## src/rtl/fractal_sync_pkg.sv

```systemverilog
// Shared helpers for the fractal_sync tree: pointer arithmetic reused by the
// per-port queues and arbiter-side blocks.
package fractal_sync_pkg;

  // Increment with explicit wrap at depth-1; valid for non-power-of-two depths.
  function automatic int unsigned ptr_inc(input int unsigned ptr, input int unsigned depth);
    return (ptr >= depth - 1) ? 0 : ptr + 1;
  endfunction

endpackage

```

## src/rtl/fractal_sync_fifo.sv

```systemverilog
// Per-port first-word fall-through queue of synchronization elements feeding
// one arbiter input; sticky overflow/underflow flags cleared by flush.
module fractal_sync_fifo
  import fractal_sync_pkg::*;
#(
  parameter int unsigned DEPTH   = 4,
  parameter type         fsync_t = logic,
  parameter int unsigned LVL_W   = $clog2(DEPTH + 1)
) (
  input  logic             clk_i,
  input  logic             rst_ni,
  input  logic             flush_i,
  input  logic             push_i,
  input  fsync_t           element_i,
  output logic             full_o,
  input  logic             pop_i,
  output logic             empty_o,
  output fsync_t           element_o,
  output logic [LVL_W-1:0] level_o,
  output logic             overflow_o,
  output logic             underflow_o
);

  localparam int unsigned PtrW = (DEPTH > 1) ? $clog2(DEPTH) : 1;
  localparam logic [LVL_W-1:0] MaxLvl = LVL_W'(DEPTH);

  if (DEPTH == 0) begin : g_depth_check
    $fatal(1, "fractal_sync_fifo: DEPTH must be greater than 0");
  end

  fsync_t            r_mem [DEPTH];
  logic [PtrW-1:0]   r_rd_ptr_q, r_rd_ptr_d;
  logic [PtrW-1:0]   r_wr_ptr_q, r_wr_ptr_d;
  logic [LVL_W-1:0]  r_level_q, r_level_d;
  logic              r_ovf_q, r_ovf_d;
  logic              r_udf_q, r_udf_d;

  logic w_empty, w_full, w_pop_eff, w_push_eff;

  assign w_empty    = (r_level_q == '0);
  assign w_full     = (r_level_q == MaxLvl);
  assign w_pop_eff  = pop_i & ~w_empty & ~flush_i;
  // A full queue still accepts a push when the head leaves in the same cycle.
  assign w_push_eff = push_i & ~flush_i & (~w_full | w_pop_eff);

  always_comb begin
    r_rd_ptr_d = r_rd_ptr_q;
    r_wr_ptr_d = r_wr_ptr_q;
    r_level_d  = r_level_q;
    r_ovf_d    = r_ovf_q;
    r_udf_d    = r_udf_q;
    if (flush_i) begin
      r_rd_ptr_d = '0;
      r_wr_ptr_d = '0;
      r_level_d  = '0;
      r_ovf_d    = 1'b0;
      r_udf_d    = 1'b0;
    end else begin
      if (w_pop_eff) begin
        r_rd_ptr_d = PtrW'(ptr_inc(32'(r_rd_ptr_q), DEPTH));
      end
      if (w_push_eff) begin
        r_wr_ptr_d = PtrW'(ptr_inc(32'(r_wr_ptr_q), DEPTH));
      end
      if (w_push_eff && !w_pop_eff) begin
        r_level_d = r_level_q + LVL_W'(1);
      end else if (w_pop_eff && !w_push_eff) begin
        r_level_d = r_level_q - LVL_W'(1);
      end
      if (push_i && !w_push_eff) begin
        r_ovf_d = 1'b1;
      end
      if (pop_i && w_empty) begin
        r_udf_d = 1'b1;
      end
    end
  end

  always_ff @(posedge clk_i or negedge rst_ni) begin
    if (!rst_ni) begin
      r_rd_ptr_q <= '0;
      r_wr_ptr_q <= '0;
      r_level_q  <= '0;
      r_ovf_q    <= 1'b0;
      r_udf_q    <= 1'b0;
    end else begin
      r_rd_ptr_q <= r_rd_ptr_d;
      r_wr_ptr_q <= r_wr_ptr_d;
      r_level_q  <= r_level_d;
      r_ovf_q    <= r_ovf_d;
      r_udf_q    <= r_udf_d;
    end
  end

  // Storage is intentionally left out of reset; validity is tracked by the level.
  always_ff @(posedge clk_i) begin
    if (w_push_eff) begin
      r_mem[r_wr_ptr_q] <= element_i;
    end
  end

  assign empty_o     = w_empty;
  assign full_o      = w_full;
  assign level_o     = r_level_q;
  assign overflow_o  = r_ovf_q;
  assign underflow_o = r_udf_q;
  assign element_o   = w_empty ? '0 : r_mem[r_rd_ptr_q];

  level_bound_a : assert property (@(posedge clk_i) disable iff (!rst_ni) r_level_q <= MaxLvl);

endmodule

```

## config.mk

```make
export PLATFORM = sky130hd
export DESIGN_NAME = fractal_sync_fifo
export DESIGN_NICKNAME = d
export VERILOG_FILES = /design/src/rtl/fractal_sync_pkg.sv /design/src/rtl/fractal_sync_fifo.sv
export SDC_FILE = /design/constraint.sdc
export NUM_CORES = 1
export LEC_CHECK = 0
export BUFFER_PORTS_ARGS = -buffer_cell sky130_fd_sc_hd__clkbuf_2
export CAP_MARGIN = 0
export CORE_ASPECT_RATIO = 0.9
export CORE_MARGIN = 8
export CORE_UTILIZATION = 53
export DETAILED_ROUTE_END_ITERATION = 7
export PLACE_DENSITY_LB_ADDON = 0.08
export SYNTH_ARGS = -nofsm -noshare
export SYNTH_HDL_FRONTEND = slang
export SYNTH_SLANG_ARGS = --single-unit
```

## constraint.sdc

```tcl
create_clock -name clk_i -period 3.3 [get_ports clk_i]
set_input_delay 0.66 -clock clk_i [delete_from_list [all_inputs] [get_ports clk_i]]
set_output_delay 0.66 -clock clk_i [all_outputs]
set_load 0.005 [all_outputs]
```

==> impl_metrics.ini, run 1 <==
[timing]
max_freq_mhz = 388
whs_ns = 0.227
hold_violations = 0
max_slew.worst_pin.slew_ns = 0.433
setup_viol = 0
finClkSkew_ns = 0.000879
min_period_over_period_pct = 78.0
finalSetupTns_ns = 0
fin_crit_ns = 2.58
drv_slew = 0
grt_setup_unrepaired = false
slew_headroom_pct = 70.8

[power]
p_leak_nw = 0.392
vdd_drop_max_v = 0.000255
power.total_uw = 510
pwr_density_cell_nw_per_um2 = 585

[worst_setup_path]
worstSetupPathDepth = 7
rr_startpoint = level_o[1]
critPathSlowestCell = dfrtp_1
path_cells = nor4b_1 > nor3b_2 > and2_1 > fa_1 > or3b_2 > a31oi_1 > a21oi_1
endpoint_kind = flop
crit_end = level_o[2]
reg2reg_to = level_o[2]
cp.arrival_ns = 2.73
cp_top_family = simple AND/OR/NAND/NOR gates
required_ns = 3.46
ff2ff_setup_slack_ns = 0.72
path_buf_inv = 0
critPathLaunchType = flop
reg2reg_depth = 7
crit_fanout = 10
critical_path_class = flop to flop
cp_slowest_stage_delay_ns = 0.50
startpoint = level_o[1]

[logic_synthesis]
yosys_most_used_dff = dfrtp_1
synth_cell_types = 34
netlist_instances = 77
syn_avg_cell_area_um2 = 10.4
syn_nets = 88
ys_seq_elements = 13
yosys_warnings = 0
async_flop_share_pct = 69.2
synthesis.area_um2 = 801
synth-edff-count = 4
ys_seq_area_share_pct = 43.1

[die]
die_x_um = 57.0
die_area_um2 = 3010
rows = 13
io-pin-count = 14
core-area_um2 = 1430
start_util_pct = 55.9
die_height_um = 52.9

[place]
dp_hpwl_um = 1010
place_congestion = 0.782
placedCellCount = 100
portBuffers = 13
post_dp_cell_area_um2 = 845

[run_status]
outcome = finished, final reports clean

[routing]
antenna_left = 0
vias = 556
routed_via_density = 5.35
drt_iter0_drc = 12
first_pass_iters = 4
drcViolationCount = 0
drt_wl_total_um = 1350
routedWlPerCell_um = 13.0

[global_route]
grt_pass1_vias = 540
grt-ovfl-total = 0
grt_max_degree = 13
antenna_found_initial = 0
grtUsageTotal_pct = 9.43
grt_pass1_wl_um = 2270

[clocking]
clk_pin_slew_ns = 0.08
clock_path_buffers = 2
cts_resized = 0
cts_setup_buffers = 0
clock_sinks = 13
ctsHoldBuffers = 0
h-tree-depth = 1
cts-root-buf = clkbuf_4
cts_tree = done
clk_latency_ns = 0.27
cts-buffers-inserted = 3

[finish]
fin_area_um2 = 872
layout_common_cells = clkbuf_2, nor2_1, dfrtp_1, inv_1, and2_1
fin_nets = 101
drive_gt1_share_pct = 25.8
area_growth_pct = 8.91
stdcell_count = 104
num_antenna_cells = 0
final_common_cell = clkbuf_2

[flow_run]
maxCapViolCount = 0

[hold_path]
hold_class = primary input to async pin
-- layer usage --
| metal | GRT usage, % | wire, um | up-vias | share of wire (%) |
|---|---|---|---|---|
| li1 | - | - | 290 | - |
| met1 | 11.7 | 694 | 257 | 51 |
| met2 | 13.9 | 571 | 9 | 42 |
| met3 | 3.59 | 88 | 0 | 6.5 |
| met4 | 5.08 | 0 | 0 | 0 |
| met5 | 0 | 0 | - | 0 |
-- cell type report --
cell class	count	area [um2]
Clock inverter	1	5.00
Sequential cell	13	345
Timing Repair Buffer	13	65.1
Fill cell	131	559
Tap cell	15	18.8
Multi-Input combinational cell	52	388
Inverter	7	27.5
Clock buffer	3	22.5
-- cells by family (layout without fill, tap and decap cells) --
kind of cell    after synthesis  count (layout)  synth area share [%]
flops                        13              13                  43.1
simple gates                 29              29                  21.6
fa+ha+maj                     5               5                  8.75
buf+inv                      12              24                  8.44
compound gates               13              13                  10.8
xor+xnor                      3               3                  3.28
mux                           2               2                  4.06
-- cells in the mapped netlist (all sizes together), types with 2 or more instances --
master  instances  area share [%]
a21oi           4             2.5
and2            7             5.6
buf             5             5.0
dfrtp           9              28
edfxtp          4              15
ha              4             6.3
inv             6             2.8
nand2           3             1.4
nor2            9             4.2
nor3b           2             2.5
nor4b           2             2.2
o21ai           2             1.3
xor2            3             3.3
-- worst min-delay path by stage --
stage,depth (start not counted),slack (ns),start,end
3_3_place_gp,2,0.48,underflow_o,underflow_o
6_report,1,0.23,rst_ni,level_o[1]
3_5_place_dp,2,0.49,overflow_o,overflow_o
4_1_cts,1,0.23,rst_ni,r_rd_ptr_q[1]
5_1_grt,1,0.24,rst_ni,level_o[1]
2_1_floorplan,0,0.36,rst_ni,level_o[0]
-- power breakdown --
| group | internal (mW) | switching [mW] | total [mW] |
|---|---|---|---|
| combinational | 0.0939 | 0.0885 | 0.182 |
| sequential | 0.191 | 0.0374 | 0.228 |
| clock | 0.0449 | 0.0548 | 0.0997 |
-- registers in the layout, summed over array words and instances (netlist names) --
| signal | flops |
|---|---|
| level_o | 3 |
| overflow_o | 1 |
| r_mem | 4 |
| r_rd_ptr_q | 2 |
| r_wr_ptr_q | 2 |
| underflow_o | 1 |
-- per-stage QoR --
step	utilization, %	setup slack [ns]
floorplan	-	0.639
detailed placement	59.0	0.434
global route	60.9	0.551
global placement	59.0	0.485
finish	60.9	0.724
CTS	60.9	0.721
-- worst register-to-register path: cells and delay by family, from the launching register on --
kind	cells	cell delay, ns
flip-flops	1	0.50
AO/OA/AOI/OAI	2	0.25
adder cells (fa/ha/maj)	1	0.40
AND/OR/NAND/NOR	4	1.32
Note: power is estimated with default switching activity, not from simulation.
==> run 2, diff against run 1 <==
- ABC_AREA: default -> 1
- CORE_UTILIZATION: 53 -> 52
- clock period: 3.3 -> 2.45 ns (I/O delays scaled with it)
==> impl_metrics.ini, run 2 <==
[worst_setup_path]
path_cells = inv_1 > nand2_2 > nand2_2 > nand3_4 > inv_1 > fa_1 > xnor2_1 > inv_1 > nand2_1 > nand2_1 > nand2_1 > nand2_1
required_ns = 2.62
cpMostUsedCell = nand2_1
crit_fanout = 5
cp_slowest_stage_delay_ns = 0.47
critPathSlowestCell = dfrtp_1
cp.arrival_ns = 2.08
critPathLaunchType = flop
ff2ff_setup_slack_ns = 0.55
critical_path_class = flop to flop
endpoint_kind = flop

[power]
pwr_density_cell_nw_per_um2 = 929
power.internal_uw = 483
p_sw_share_pct = 40.9
seq_power_share_pct = 39.8
p_leak_nw = 0.443
vdd_drop_max_v = 0.000443
switchingPower_uw = 334
clockPowerShare_pct = 16.5
pwr-share-comb_pct = 43.8

[routing]
routed_via_density = 4.91
drcViolationCount = 0
drt_iter0_drc = 16
routedWlPerCell_um = 11.5
first_pass_iters = 4
vias = 589
antenna_left = 0
drt_wl_total_um = 1380

[clocking]
clock_path_buffers = 2
ctsHoldBuffers = 0
cts-buffers-inserted = 3
clock_sinks = 13
cts_tree = done
h-tree-depth = 1
cts_resized = 0
cts_setup_buffers = 0
clk_pin_slew_ns = 0.08
cts-root-buf = clkbuf_4
clk_latency_ns = 0.28

[logic_synthesis]
synth_cell_types = 22
synthesis.area_um2 = 769
synth.area.top_cells = dfrtp_1, edfxtp_1, inv_1
async_flop_share_pct = 69.2
ys_seq_elements = 13
synth_top_cell_by_area = dfrtp_1
synth-edff-count = 4
ys_seq_area_share_pct = 44.9
yosysTopAreaCellShare_pct = 29.3
syn_nets = 99
yosysMostFrequentCell = inv_1
syn_avg_cell_area_um2 = 8.74
yosys_most_used_dff = dfrtp_1
netlist_instances = 88
yosys_warnings = 0
ys_top_cells_by_count = inv_1, nand2_1, nor2_1

[timing]
worst_slack_ns = 0.547
whs_ns = 0.0550
finalSetupTns_ns = 0
max_slew.worst_pin.slew_ns = 0.328
max_freq_mhz = 526
drv_slew = 0
fin_crit_ns = 1.90
min_period_over_period_pct = 77.7
finClkSkew_ns = 0.00490
hold_violations = 0
setup_viol = 0
grt_setup_unrepaired = false
slew_headroom_pct = 78.1

[run_status]
outcome = finished, final reports clean

[die]
start_util_pct = 54.4
core-area_um2 = 1420
die_x_um = 56.6
die_height_um = 52.5
io-pin-count = 14
rows = 13
die_area_um2 = 2970

[finish]
largest_register_ffs = 4
num_antenna_cells = 0
final_common_cell = inv_1
layout_common_cells = inv_1, nand2_1, clkbuf_2, nor2_1, dfrtp_1
area_growth_pct = 14.3
post-route-util_pct = 62.2
nFillCells = 125
fin_area_um2 = 880
fin_nets = 117
largest-register = r_mem
drive_gt1_share_pct = 26.7

[global_route]
antenna_found_initial = 0
grtUsageTotal_pct = 10.2
grt-ovfl-total = 0
grt_max_degree = 10
grt_pass1_wl_um = 2380
grt_pass1_vias = 559

[flow_run]
maxCapViolCount = 0

[place]
dp_slack_ns = 0.363
post_dp_cell_area_um2 = 853
place_congestion = 0.838
portBuffers = 13
dp_hpwl_um = 1080

[hold_path]
hold_class = primary input to async pin
-- run 2: cell families after synthesis --
kind of cell	count (synthesis)	share of synthesized area, %
buffers and inverters	18	8.78
adders and majority gates	5	9.11
DFF	13	44.9
and+or+nand+nor	39	27.3
AOI/OAI and AO/OA	12	8.78
xor gates and xnor gates	1	1.14
-- run 2: power groups by stage --
stage / sequential, mW / clock, mW / combinational, mW
finish: 0.325 / 0.135 / 0.357
global route: 0.334 / 0.152 / 0.419
CTS: 0.325 / 0.140 / 0.365
detailed placement: 0.329 / 0 / 0.363
global placement: 0.328 / 0 / 0.358
floorplan: 0.324 / 0 / 0.256
-- run 2: metal layers --
metal / wire (um) / vias to the layer above / track usage, %
li1: - / 311 / -
met1: 676 / 261 / 12.7
met2: 583 / 14 / 14.1
met3: 100 / 3 / 4.61
met4: 23 / 0 / 6.00
met5: 0 / - / 0
-- run 2: cell type report --
class / instances / area (um2) / area share [%]
Timing Repair Buffer: 13 / 65.1 / 7.40
Inverter: 18 / 67.6 / 7.68
Multi-Input combinational cell: 57 / 357 / 40.5
Clock buffer: 4 / 26.3 / 2.99
Sequential cell: 13 / 345 / 39.3
Tap cell: 15 / 18.8 / 2.13
-- run 2: critical path, delay by kind of cell (launching register included) --
kind,cells,cell delay [ns]
buffers and inverters,3,0.22
adder cells (fa/ha/maj),1,0.38
AND/OR/NAND/NOR,7,0.55
XOR/XNOR,1,0.19
flip-flops,1,0.47
-- run 2: worst paths after layout --
kind / startpoint / endpoint / cells after the start
worst max-delay path: level_o[2] / level_o[2] / 12
worst min-delay path: rst_ni / r_rd_ptr_q[1] / 1
worst max register to register: level_o[2] / level_o[2] / 12
worst min register to register: underflow_o / underflow_o / 2
max in group asynchronous: rst_ni / r_wr_ptr_q[1] / 1
min in group clk_i: element_i / r_mem[0] / 1
-- run 2: metrics by stage --
stage	power, mW	std cells
after CTS	0.830	120
after global placement	0.687	116
after detailed placement	0.692	116
final	0.817	120
after floorplan	0.581	88
after global routing	0.905	120
==> run 3, diff against run 2 <==
- clock period: 2.45 -> 1.9 ns (I/O delays scaled with it)
==> impl_metrics.ini, run 3 (synthesis results as in run 2) <==
[finish]
final_common_cell = inv_1
largest-register = r_mem
largest_register_ffs = 4
area_growth_pct = 23.3
fin_area_um2 = 948
fin_nets = 124
drive_gt1_share_pct = 32.1
post-route-util_pct = 67.0
layout_common_cells = inv_1, nand2_1, clkbuf_2, nor2_1, dfrtp_1
stdcell_count = 127
num_antenna_cells = 0

[clocking]
cts-root-buf = clkbuf_4
cts_tree = done
clk_pin_slew_ns = 0.08
clk_latency_ns = 0.27
h-tree-depth = 1
cts-buffers-inserted = 3
clock_sinks = 13
clock_path_buffers = 2
cts_setup_buffers = 0

[timing]
drv_slew = 0
whs_ns = 0.329
finalSetupTns_ns = 0
max_slew.worst_pin.slew_ns = 0.329
worst_slack_ns = 0.145
max_freq_mhz = 570
setup_viol = 0
finClkSkew_ns = 0.000447
min_period_over_period_pct = 92.4
hold_violations = 0
slew_headroom_pct = 78.0
fin_crit_ns = 1.75

[die]
die_x_um = 56.6
die_area_um2 = 2970
die_height_um = 52.5
start_util_pct = 54.4
core-area_um2 = 1420
rows = 13
io-pin-count = 14

[power]
p_leak_nw = 0.483
pwr_density_cell_nw_per_um2 = 1210
vdd_drop_max_v = 0.000800
power.total_mw = 1.14

[worst_setup_path]
required_ns = 2.07
ff2ff_setup_slack_ns = 0.15
endpoint_kind = flop
critPathLaunchType = flop
cp.arrival_ns = 1.93
crit_fanout = 4
critical_path_class = flop to flop

[routing]
vias = 624
drcViolationCount = 0
drt_wl_total_um = 1490
drt_iter0_drc = 12
routedWlPerCell_um = 11.7
antenna_left = 0
routed_via_density = 4.91
first_pass_iters = 4

[flow_run]
maxCapViolCount = 0

[hold_path]
hold_class = primary input to flop

[global_route]
grt_pass1_wl_um = 2570
grtUsageTotal_pct = 11.4
grt_max_degree = 10
grt_pass1_vias = 586
grt-ovfl-total = 0
antenna_found_initial = 0

[place]
placedCellCount = 122
dp_slack_ns = 0.0465
portBuffers = 13
place_congestion = 0.805
dp_hpwl_um = 1170
post_dp_cell_area_um2 = 898

[run_status]
outcome = finished, final reports clean
==> run 3: cell type report <==
cell class                 instances  area, um2
inverter                          18       67.6
sequential                        13        347
tap                               15       18.8
clock buffer                       4       26.3
multi-input combinational         57        369
timing repair buffer              20        120
fill                             123        467
==> run 3: power by group <==
part	internal, mW	switching [mW]	leakage [nW]	total (mW)
clock network	0.0814	0.0878	0.0150	0.169
registers	0.357	0.0613	0.154	0.419
logic	0.248	0.307	0.314	0.555
==> run 3: timing repair <==
item,CTS,global route
hold buffers,1,0
hold endpoints to repair,9,0
resized for setup,0,3
endpoints found under the setup margin,0,1
==> run 3: critical path: stages (launching register included) <==
cell and delay (ns):
dfrtp_1 0.44, nor2_4 0.17, nand3_4 0.09, nand3_4 0.08
inv_1 0.05, fa_1 0.40, xnor2_2 0.16, inv_1 0.05
nand2_1 0.06, nand2_1 0.05, nand2_1 0.07, nand2_1 0.04
==> run 3: worst paths after layout <==
path	depth (start not counted)	start	end
worst max-delay path	11	level_o[1]	level_o[2]
worst min-delay path	1	element_i	r_mem[1]
worst min register to register	2	underflow_o	underflow_o
max in group asynchronous	2	rst_ni	level_o[2]
min in group asynchronous	2	rst_ni	r_rd_ptr_q[1]
worst max register to register	11	level_o[1]	level_o[2]
==> run 3: routing by layer <==
layer  vias to the layer above  global-route usage (%)  wire [um]  part of all wire (%)
met3                         4                    5.10         73                   4.9
met4                         0                    7.20         32                   2.2
met1                       279                    11.9        664                    45
met5                         -                       0          0                     0
li1                        326                       -          -                     -
met2                        15                    18.6        715                    48
